**src/rtl/fft_arb_pkg.sv**
```systemverilog
// Shared types and constants for the FFT-engine arbiter: state encoding,
// requester count, requester id type and a one-hot helper.
package fft_arb_pkg;

    localparam int NUM_REQ = 2;

    typedef logic [$clog2(NUM_REQ)-1:0] req_id_t;

    typedef enum logic [1:0] {
        S_IDLE   = 2'd0,
        S_LAUNCH = 2'd1,
        S_WAIT   = 2'd2,
        S_DONE   = 2'd3
    } arb_state_t;

    function automatic logic [NUM_REQ-1:0] id_to_onehot(input req_id_t id);
        logic [NUM_REQ-1:0] oh;
        oh     = '0;
        oh[id] = 1'b1;
        return oh;
    endfunction

endpackage

```
**src/rtl/fft_arbiter_rr_picker.sv**
```systemverilog
// Combinational round-robin winner selection for two requesters.
// The requester that was not served last gets first look; a lone
// request always wins regardless of history.
module rr_picker
    import fft_arb_pkg::*;
(
    input  logic [NUM_REQ-1:0] req,
    input  req_id_t            last,
    output req_id_t            win,
    output logic               any
);

    // pick the other requester first, fall back to the last-served one
    always_comb begin
        any = |req;
        win = last;
        if (req[~last]) begin
            win = ~last;
        end else if (req[last]) begin
            win = last;
        end
    end

endmodule

```
**src/rtl/fft_arbiter.sv**
```systemverilog
// Arbiter sharing one FFT engine between two requesters.
// Optional build macro FFT_ARB_TIMEOUT_EN adds a WAIT-state watchdog that
// forces completion with an err pulse after TIMEOUT_CYCLES without a
// valid edge; without it err is tied low and WAIT waits indefinitely.
//
// state  | meaning
// -------+----------------------------------------------------------
// IDLE   | no grant; pick a winner as soon as any req is high
// LAUNCH | one cycle, fft_start pulsed, direction already latched
// WAIT   | grant held, waiting for a fresh rising edge of valid
// DONE   | one cycle, done[id] (and err on timeout) pulsed
module fft_arbiter #(
    parameter int TIMEOUT_CYCLES = 65536,
    parameter int NUM_REQ        = 2
) (
    input  logic               clk,
    input  logic               reset,
    input  logic [NUM_REQ-1:0] req,
    input  logic [NUM_REQ-1:0] req_fwd_inv,
    output logic [NUM_REQ-1:0] gnt,
    output logic [NUM_REQ-1:0] done,
    output logic               fft_start,
    output logic               fft_fwd_inv,
    input  logic               fft_data_valid,
    output logic               busy,
    output logic               err
);

    import fft_arb_pkg::*;

    if (NUM_REQ != fft_arb_pkg::NUM_REQ) begin : g_bad_num_req
        $error("fft_arbiter supports exactly two requesters");
    end
    if (TIMEOUT_CYCLES < 1) begin : g_bad_timeout
        $error("fft_arbiter TIMEOUT_CYCLES must be at least 1");
    end

    arb_state_t state;
    req_id_t    cur_id;
    req_id_t    last_id;
    req_id_t    pick_id;
    logic       pick_any;
    logic       valid_q;
    logic       valid_rise;

    // A level that is already high when WAIT starts must not count,
    // so completion keys off a registered edge rather than the level.
    assign valid_rise = fft_data_valid & ~valid_q;

    rr_picker u_rr_picker (
        .req  (req),
        .last (last_id),
        .win  (pick_id),
        .any  (pick_any)
    );

    // delayed copy of the engine valid level for edge detection
    always_ff @(posedge clk) begin
        if (reset) begin
            valid_q <= 1'b0;
        end else begin
            valid_q <= fft_data_valid;
        end
    end

`ifdef FFT_ARB_TIMEOUT_EN
    localparam int               CNT_W    = $clog2(TIMEOUT_CYCLES + 1);
    localparam logic [CNT_W-1:0] CNT_LOAD = CNT_W'(TIMEOUT_CYCLES - 1);

    logic [CNT_W-1:0] wd_cnt;
    logic             wd_expired;

    assign wd_expired = (wd_cnt == '0);

    // watchdog down-counter: loaded in LAUNCH, counts down through WAIT
    always_ff @(posedge clk) begin
        if (reset) begin
            wd_cnt <= CNT_LOAD;
        end else if (state == S_LAUNCH) begin
            wd_cnt <= CNT_LOAD;
        end else if (state == S_WAIT && !wd_expired) begin
            wd_cnt <= wd_cnt - CNT_W'(1);
        end
    end
`else
    assign err = 1'b0;
`endif

    // sequencing FSM; every output is registered here
    always_ff @(posedge clk) begin
        if (reset) begin
            state       <= S_IDLE;
            cur_id      <= '0;
            last_id     <= req_id_t'(1);
            gnt         <= '0;
            done        <= '0;
            fft_start   <= 1'b0;
            busy        <= 1'b0;
            fft_fwd_inv <= 1'b1;
`ifdef FFT_ARB_TIMEOUT_EN
            err         <= 1'b0;
`endif
        end else begin
            case (state)
                S_IDLE: begin
                    if (pick_any) begin
                        state       <= S_LAUNCH;
                        cur_id      <= pick_id;
                        last_id     <= pick_id;
                        gnt         <= id_to_onehot(pick_id);
                        fft_start   <= 1'b1;
                        busy        <= 1'b1;
                        fft_fwd_inv <= req_fwd_inv[pick_id];
                    end
                end
                S_LAUNCH: begin
                    state     <= S_WAIT;
                    fft_start <= 1'b0;
                end
                S_WAIT: begin
                    // a dropped req does not abort; the transaction runs to DONE
                    if (valid_rise) begin
                        state <= S_DONE;
                        done  <= id_to_onehot(cur_id);
                    end
`ifdef FFT_ARB_TIMEOUT_EN
                    else if (wd_expired) begin
                        state <= S_DONE;
                        done  <= id_to_onehot(cur_id);
                        err   <= 1'b1;
                    end
`endif
                end
                S_DONE: begin
                    state <= S_IDLE;
                    gnt   <= '0;
                    done  <= '0;
                    busy  <= 1'b0;
`ifdef FFT_ARB_TIMEOUT_EN
                    err   <= 1'b0;
`endif
                end
                default: begin
                    state <= S_IDLE;
                end
            endcase
        end
    end

endmodule

```
**config.mk**
```make
export PLATFORM = sky130hd
export DESIGN_NAME = fft_arbiter
export DESIGN_NICKNAME = d
export VERILOG_FILES = /design/src/rtl/fft_arb_pkg.sv /design/src/rtl/fft_arbiter_rr_picker.sv /design/src/rtl/fft_arbiter.sv
export SDC_FILE = /design/constraint.sdc
export NUM_CORES = 1
export LEC_CHECK = 0
export ABC_CLOCK_PERIOD_IN_PS = 3000
export BUFFER_PORTS_ARGS = -buffer_cell sky130_fd_sc_hd__buf_4
export CORE_MARGIN = 5
export CORE_UTILIZATION = 35
export CTS_CLUSTER_DIAMETER = 200
export DETAILED_ROUTE_END_ITERATION = 12
export GPL_ROUTABILITY_DRIVEN = 0
export PLACE_DENSITY = 0.62
export REMOVE_ABC_BUFFERS = 1
export SYNTH_ARGS = -nofsm -noshare
export SYNTH_HDL_FRONTEND = slang
export SYNTH_SLANG_ARGS = --single-unit
```
**constraint.sdc**
```tcl
create_clock -name clk -period 3 [get_ports clk]
set_input_delay 0.9 -clock clk [delete_from_list [all_inputs] [get_ports clk]]
set_output_delay 0.9 -clock clk [all_outputs]
set_load 0.02 [all_outputs]
```
### Word level (Yosys, flattened, before mapping)

Cells that the tools add are included.

* register bits after elaboration: 12
* bits in latches: 0
* memory bits (writable): 0
* bits in read-only memories: 0
* input port bits: 7
* output and inout port bits: 8
* word-level logic and storage cells: 53
* memories: 0

* add/subtract/negate cells: 0
* multipliers: 0
* div/mod/pow operators: 0
* magnitude comparators: 5
* equality and inequality tests: 5
* shift-type cells: 0
* multiplexer cells: 19
* bitwise operators: 3
* reductions and logical operators: 12

Operators by type and width (number)
* 2-bit AND reduction: 5
* 1-bit 2-to-1 mux: 8
* 2-bit 2-to-1 mux: 4
* 2-bit case mux with 2 select lines: 2
* 2-bit case mux with 4 select lines: 1
* 1-bit by 2-bit < comparator with 1-bit output (second input constant): 3
* 2-bit nonzero test: 3
* 2-bit equality test (second input constant): 2
* 2-bit inequality test (second input constant): 2
* 1-bit case mux with 2 select lines: 2
* 1-bit demux with 1-bit select: 2
* 2-bit by 1-bit equality test with 1-bit output (second input constant): 1
* 1-bit >= comparator (second input constant): 2
* 1-bit logical AND: 2
* 2-bit logical NOT: 1
* 1-bit inverter: 2
* 2-bit OR reduction: 1
* 1-bit AND: 1

### Longest topological paths before layout

* depth after elaboration: 10
* gate-level depth with buffers: 6
* gate-level depth less buffers: 6

### By module

From an unflattened synthesis, not the netlist that was laid out.

* cells, all modules: 67
* area total of the unflattened synthesis: 604.3 sq um

Modules (own cells, without submodules)
* fft_arbiter: times used 1, cells an instance 64, area each 589.3 sq um, sequential area each 240.2 sq um
* rr_picker: times used 1, cells an instance 3, area each 15.0 sq um, sequential area each 0.0 sq um

### Least setup slack after synthesis

No wires, ideal clock.

* kind: input-to-reg
* from: input port req[0]
* to: register state[1]
* setup time: 127 ps
* arrival: 1610 ps
* data required time: 2873 ps
* slack: 1263 ps
* stages: 4
* path buffers: 0
* path through: or3b_4 o21a_1 mux2i_1 nor2_1

* cells in the longest elaborated chain, start to end: 3

RTL lines
* start, declared: RTL line fft_arbiter.sv:18 `input logic [NUM_REQ-1:0] req,`
* 2-bit OR reduction: RTL line fft_arbiter_rr_picker.sv:15 `any = |req;`
* 2-bit inequality test (no source line)
* 2-bit AND reduction (no source line)
* end signal, assigned: RTL line fft_arbiter.sv:92 `state <= S_IDLE;`
* end signal, assigned: RTL line fft_arbiter.sv:107 `state <= S_LAUNCH;`
* end signal, assigned: RTL line fft_arbiter.sv:117 `state <= S_WAIT;`
* end, declared: RTL line fft_arbiter.sv:38 `arb_state_t state;`

No other way between the ends.
A chain may end at the register's enable or synchronous reset.

### Worst setup path after layout

* from: register state[0]
* to: register gnt[1]

* cells in the longest elaborated chain, start to end: 3
* elaborated cells on any way between the ends: 6
* classes of those cells: eq/ne (2); mux (1); reduce/logical (3)

RTL lines
* 2-bit equality test or 2-bit logical NOT (tied branches): RTL line fft_arbiter.sv:104 `case (state)`
* 2-bit nonzero test (no source line) or 2-bit inequality test (tied branches)
* 2-bit AND reduction (no source line)
* end signal, assigned: RTL line fft_arbiter.sv:110 `gnt <= id_to_onehot(pick_id);`
* end, declared: RTL line fft_arbiter.sv:20 `output logic [NUM_REQ-1:0] gnt,`

Parallel ways exist; a longest one is shown, timed or not.

==> implementation parameters <==
Parameter                              Value

STA
  Number of setup violations in the final report    0
  Shortest clock period the worst path allows after layout    1.68 ns
  Post-route setup TNS    0 ns
  Share of the clock period used by the worst path after layout    56.0%
  Setup skew after layout    0.00299 ns
  Count of final hold-check violations    0
  Slack of the critical path    1.32 ns
  Final count of pins violating max slew    0
  Max Freq    596 MHz
  RSZ-0062 raised after global routing    false

Floorplanning
  Die boundary width    51.8 um
  Core ar.    0.00169 sq mm
  Total I/O pin count    15
  Die Y-Extent    51.8 um
  Placement Rows    15
  DIE AREA    0.00268 sq mm
  Effective utilization at floorplan    36.1%

Final layout
  Core Util, Final    44.7%
  Share of cells above drive strength 1    25.9%
  Footprint of the flip-flops and latches    240 sq um
  Number of nets at the end of the flow    100
  Signed area change from the synthesized netlist to the final layout    23.6%
  Antenna fix cells    0
  Number of cells in the finished layout apart from fillers    102
  Multi-input gate area    344 sq um
  Fill cell instance count of the final layout    173

Critical path
  Worst Path Arrival    1.89 ns
  Element type at the critical path end    flip-flop
  Buffers and inverters on the worst path    1
  Kind of cell adding the most delay to the critical path    simple AND/OR/NAND/NOR gates
  Slowest cell delay on critical path    0.42 ns
  Worst setup path category    flip-flop to flip-flop
  Max FO, Critical Path    6
  Cell-by-cell listing of the critical path    inv_1, ha_1, or3b_4, o21ai_2, or3_1, a21oi_1
  Critical path data required time    3.21 ns
  Critical Path Slowest Stage Cell    dfxtp_1
  Type of element launching the critical path    flip-flop

Synth
  Most used standard cell by instance count after synthesis    dfxtp_1
  Synthesized instance count    70
  Fraction of the mapped netlist area in simple logic gates    21.5%
  Synthesized-area fraction occupied by ao, oa, aoi and oai cells    13.1%
  Top cells by instance count after synthesis    12 x dfxtp_1, 9 x nor2_1, 8 x nand2_1
  Sequential element share of the synthesized area    39.3%
  Area of the mapped netlist    611 sq um
  Number of enable flip-flop cells after synthesis    0
  Share of Yosys cell area claimed by the top area cell type    39.3%
  Dominant combinational cell family by area after synthesis    simple AND/OR/NAND/NOR gates
  Flip-flop and latch count after synthesis    12
  Syn Area/Cell    8.72 sq um
  Xor-xnor portion of the synthesized cell area    0%
  Number of different library cells in the post-synthesis netlist    24
  FFs w/ async S/R, synth    0%
  Post-Synth Adder-Cell Area    14.3%
  Area contributors post-synth    dfxtp_1 39%, ha_1 14%, nor2_1 5.5%
  Warnings, synthesis    0
  Post-synthesis mux area share    6.76%
  Leading area contributor after synthesis    dfxtp_1
  Dominant register cell in the synthesized netlist    dfxtp_1

Place
  HPWL Detailed    854 um
  Count of port buffers added during placement    13
  Placement-stage worst setup slack    1.11 ns
  Placed Cells incl. Taps    98

Clocking
  CTS sink count    12
  Clock tree from TritonCTS    yes
  Clock root buffer master    clkbuf_4
  Buffers inserted by post-CTS timing repair    0
  Clock-pin slew on the worst setup and hold paths    0.08 ns
  Insertion delay of the later-clocked pin in the worst-skew pair    0.27 ns
  H-tree levels    1
  Number of buffers on the longest clock path    2
  Number of CTS-inserted buffers    3
  Post-CTS sizing    0
  # hold bufs at CTS    0

Run status
  Run status    finished, final reports clean

GRT
  Via count of the first global-routing pass    398
  Number of antenna violations at the first check in global routing    0
  Global-route wire length before repair    1.77 mm
  Gr ovfl total    0
  GR Util All Layers    9.09%
  Largest net degree at the start of global routing    14

Detailed routing
  Number of DRC violations after detailed-routing iteration 0    2
  Remaining routing DRC violations    0
  Via count    481
  Total wirelength of the detailed-routed design    1.11 mm
  DR pass1 iterations    2
  Average wire per cell in the routed design    10.9 um
  Antenna viol nets, final    0
  Per-cell via count in the routed design    4.72

Power
  Switching Fraction    37.5%
  Relative contribution of combinational cells to total power    43.9%
  Clk pwr share    19.1%
  Max rail drop VDD    563 uV
  P_int    0.420 mW
  P per Cell Area    890 mW/mm^2
  Seq pwr share    36.9%
  Leakage    0.350 nW
  Power Total    0.671 mW
  Net switching power    0.252 mW

Flow run
  Max capacitance violation total    0

Hold path
  Worst min-delay path class    flip-flop to flip-flop
==> routing by layer <==
layer	up-vias	part of all wire, %	global-route usage (%)
met4	0	1.4	2.62
met2	11	42	12.3
met5	-	0	0
li1	266	-	-
met1	202	50	12.1
met3	2	5.9	5.16
==> cell usage in the layout (no fill, tap or decap), types with 2 or more instances in the layout <==
cell,synthesis,layout
buf_4,1,13
nand2_1,8,8
a21oi_1,6,6
mux2i_1,3,3
o21a_1,2,2
or3_1,3,3
inv_1,3,3
nor2b_1,2,2
dfxtp_1,12,12
nor2_1,9,9
clkbuf_4,0,3
nor3_1,2,2
ha_1,7,7
==> path summary, 6_finish.rpt <==
kind	start	end	slack, ns	cells past startpoint
max	state[0]	gnt[1]	1.32	6
min	gnt[0]	gnt[0]	0.45	2
max reg2reg	state[0]	gnt[1]	1.32	6
min reg2reg	gnt[0]	gnt[0]	0.45	2
==> cell families after synthesis <==
family | Yosys count
adders and majority gates | 7
and+or+nand+nor | 27
AOI/OAI and AO/OA | 13
DFF | 12
other | 1
muxes | 4
buffers and inverters | 6
==> through the flow <==
| step | hold slack (ns) | area [sq um] |
|---|---|---|
| global route | 0.475 | 754 |
| CTS | 0.458 | 754 |
| floorplan | 0.477 | 599 |
| finish | 0.452 | 754 |
| detailed placement | 0.447 | 718 |
| global placement | 0.441 | 718 |
==> power groups by stage <==
stage	combinational, mW	sequential [mW]	clock, mW
2_1_floorplan	0.169	0.285	0
3_3_place_gp	0.294	0.251	0
3_5_place_dp	0.298	0.253	0
4_1_cts	0.299	0.249	0.134
5_1_grt	0.324	0.256	0.142
6_report	0.295	0.248	0.129
==> area by class of cell <==
| class | count | share of cell area, % |
|---|---|---|
| clock buffers | 4 | 4.81 |
| inverters | 4 | 1.99 |
| multi-input cells | 52 | 45.6 |
| flip-flops and latches | 12 | 31.8 |
| well taps | 17 | 2.82 |
| repair buffers | 13 | 12.9 |
==> state kept, by name, indices dropped and copies added (netlist names) <==
name and count:
done 2, gnt 2, state 2, busy 1, cur_id 1, fft_fwd_inv 1
fft_start 1, last_id 1, valid_q 1
==> worst min-delay path: cells and delay by family, from the launching register on <==
kind | cells | cell delay, ns
AND/OR/NAND/NOR | 1 | 0.05
AO/OA/AOI/OAI | 1 | 0.05
flip-flops | 1 | 0.31
(Power assumes the default switching activity.)
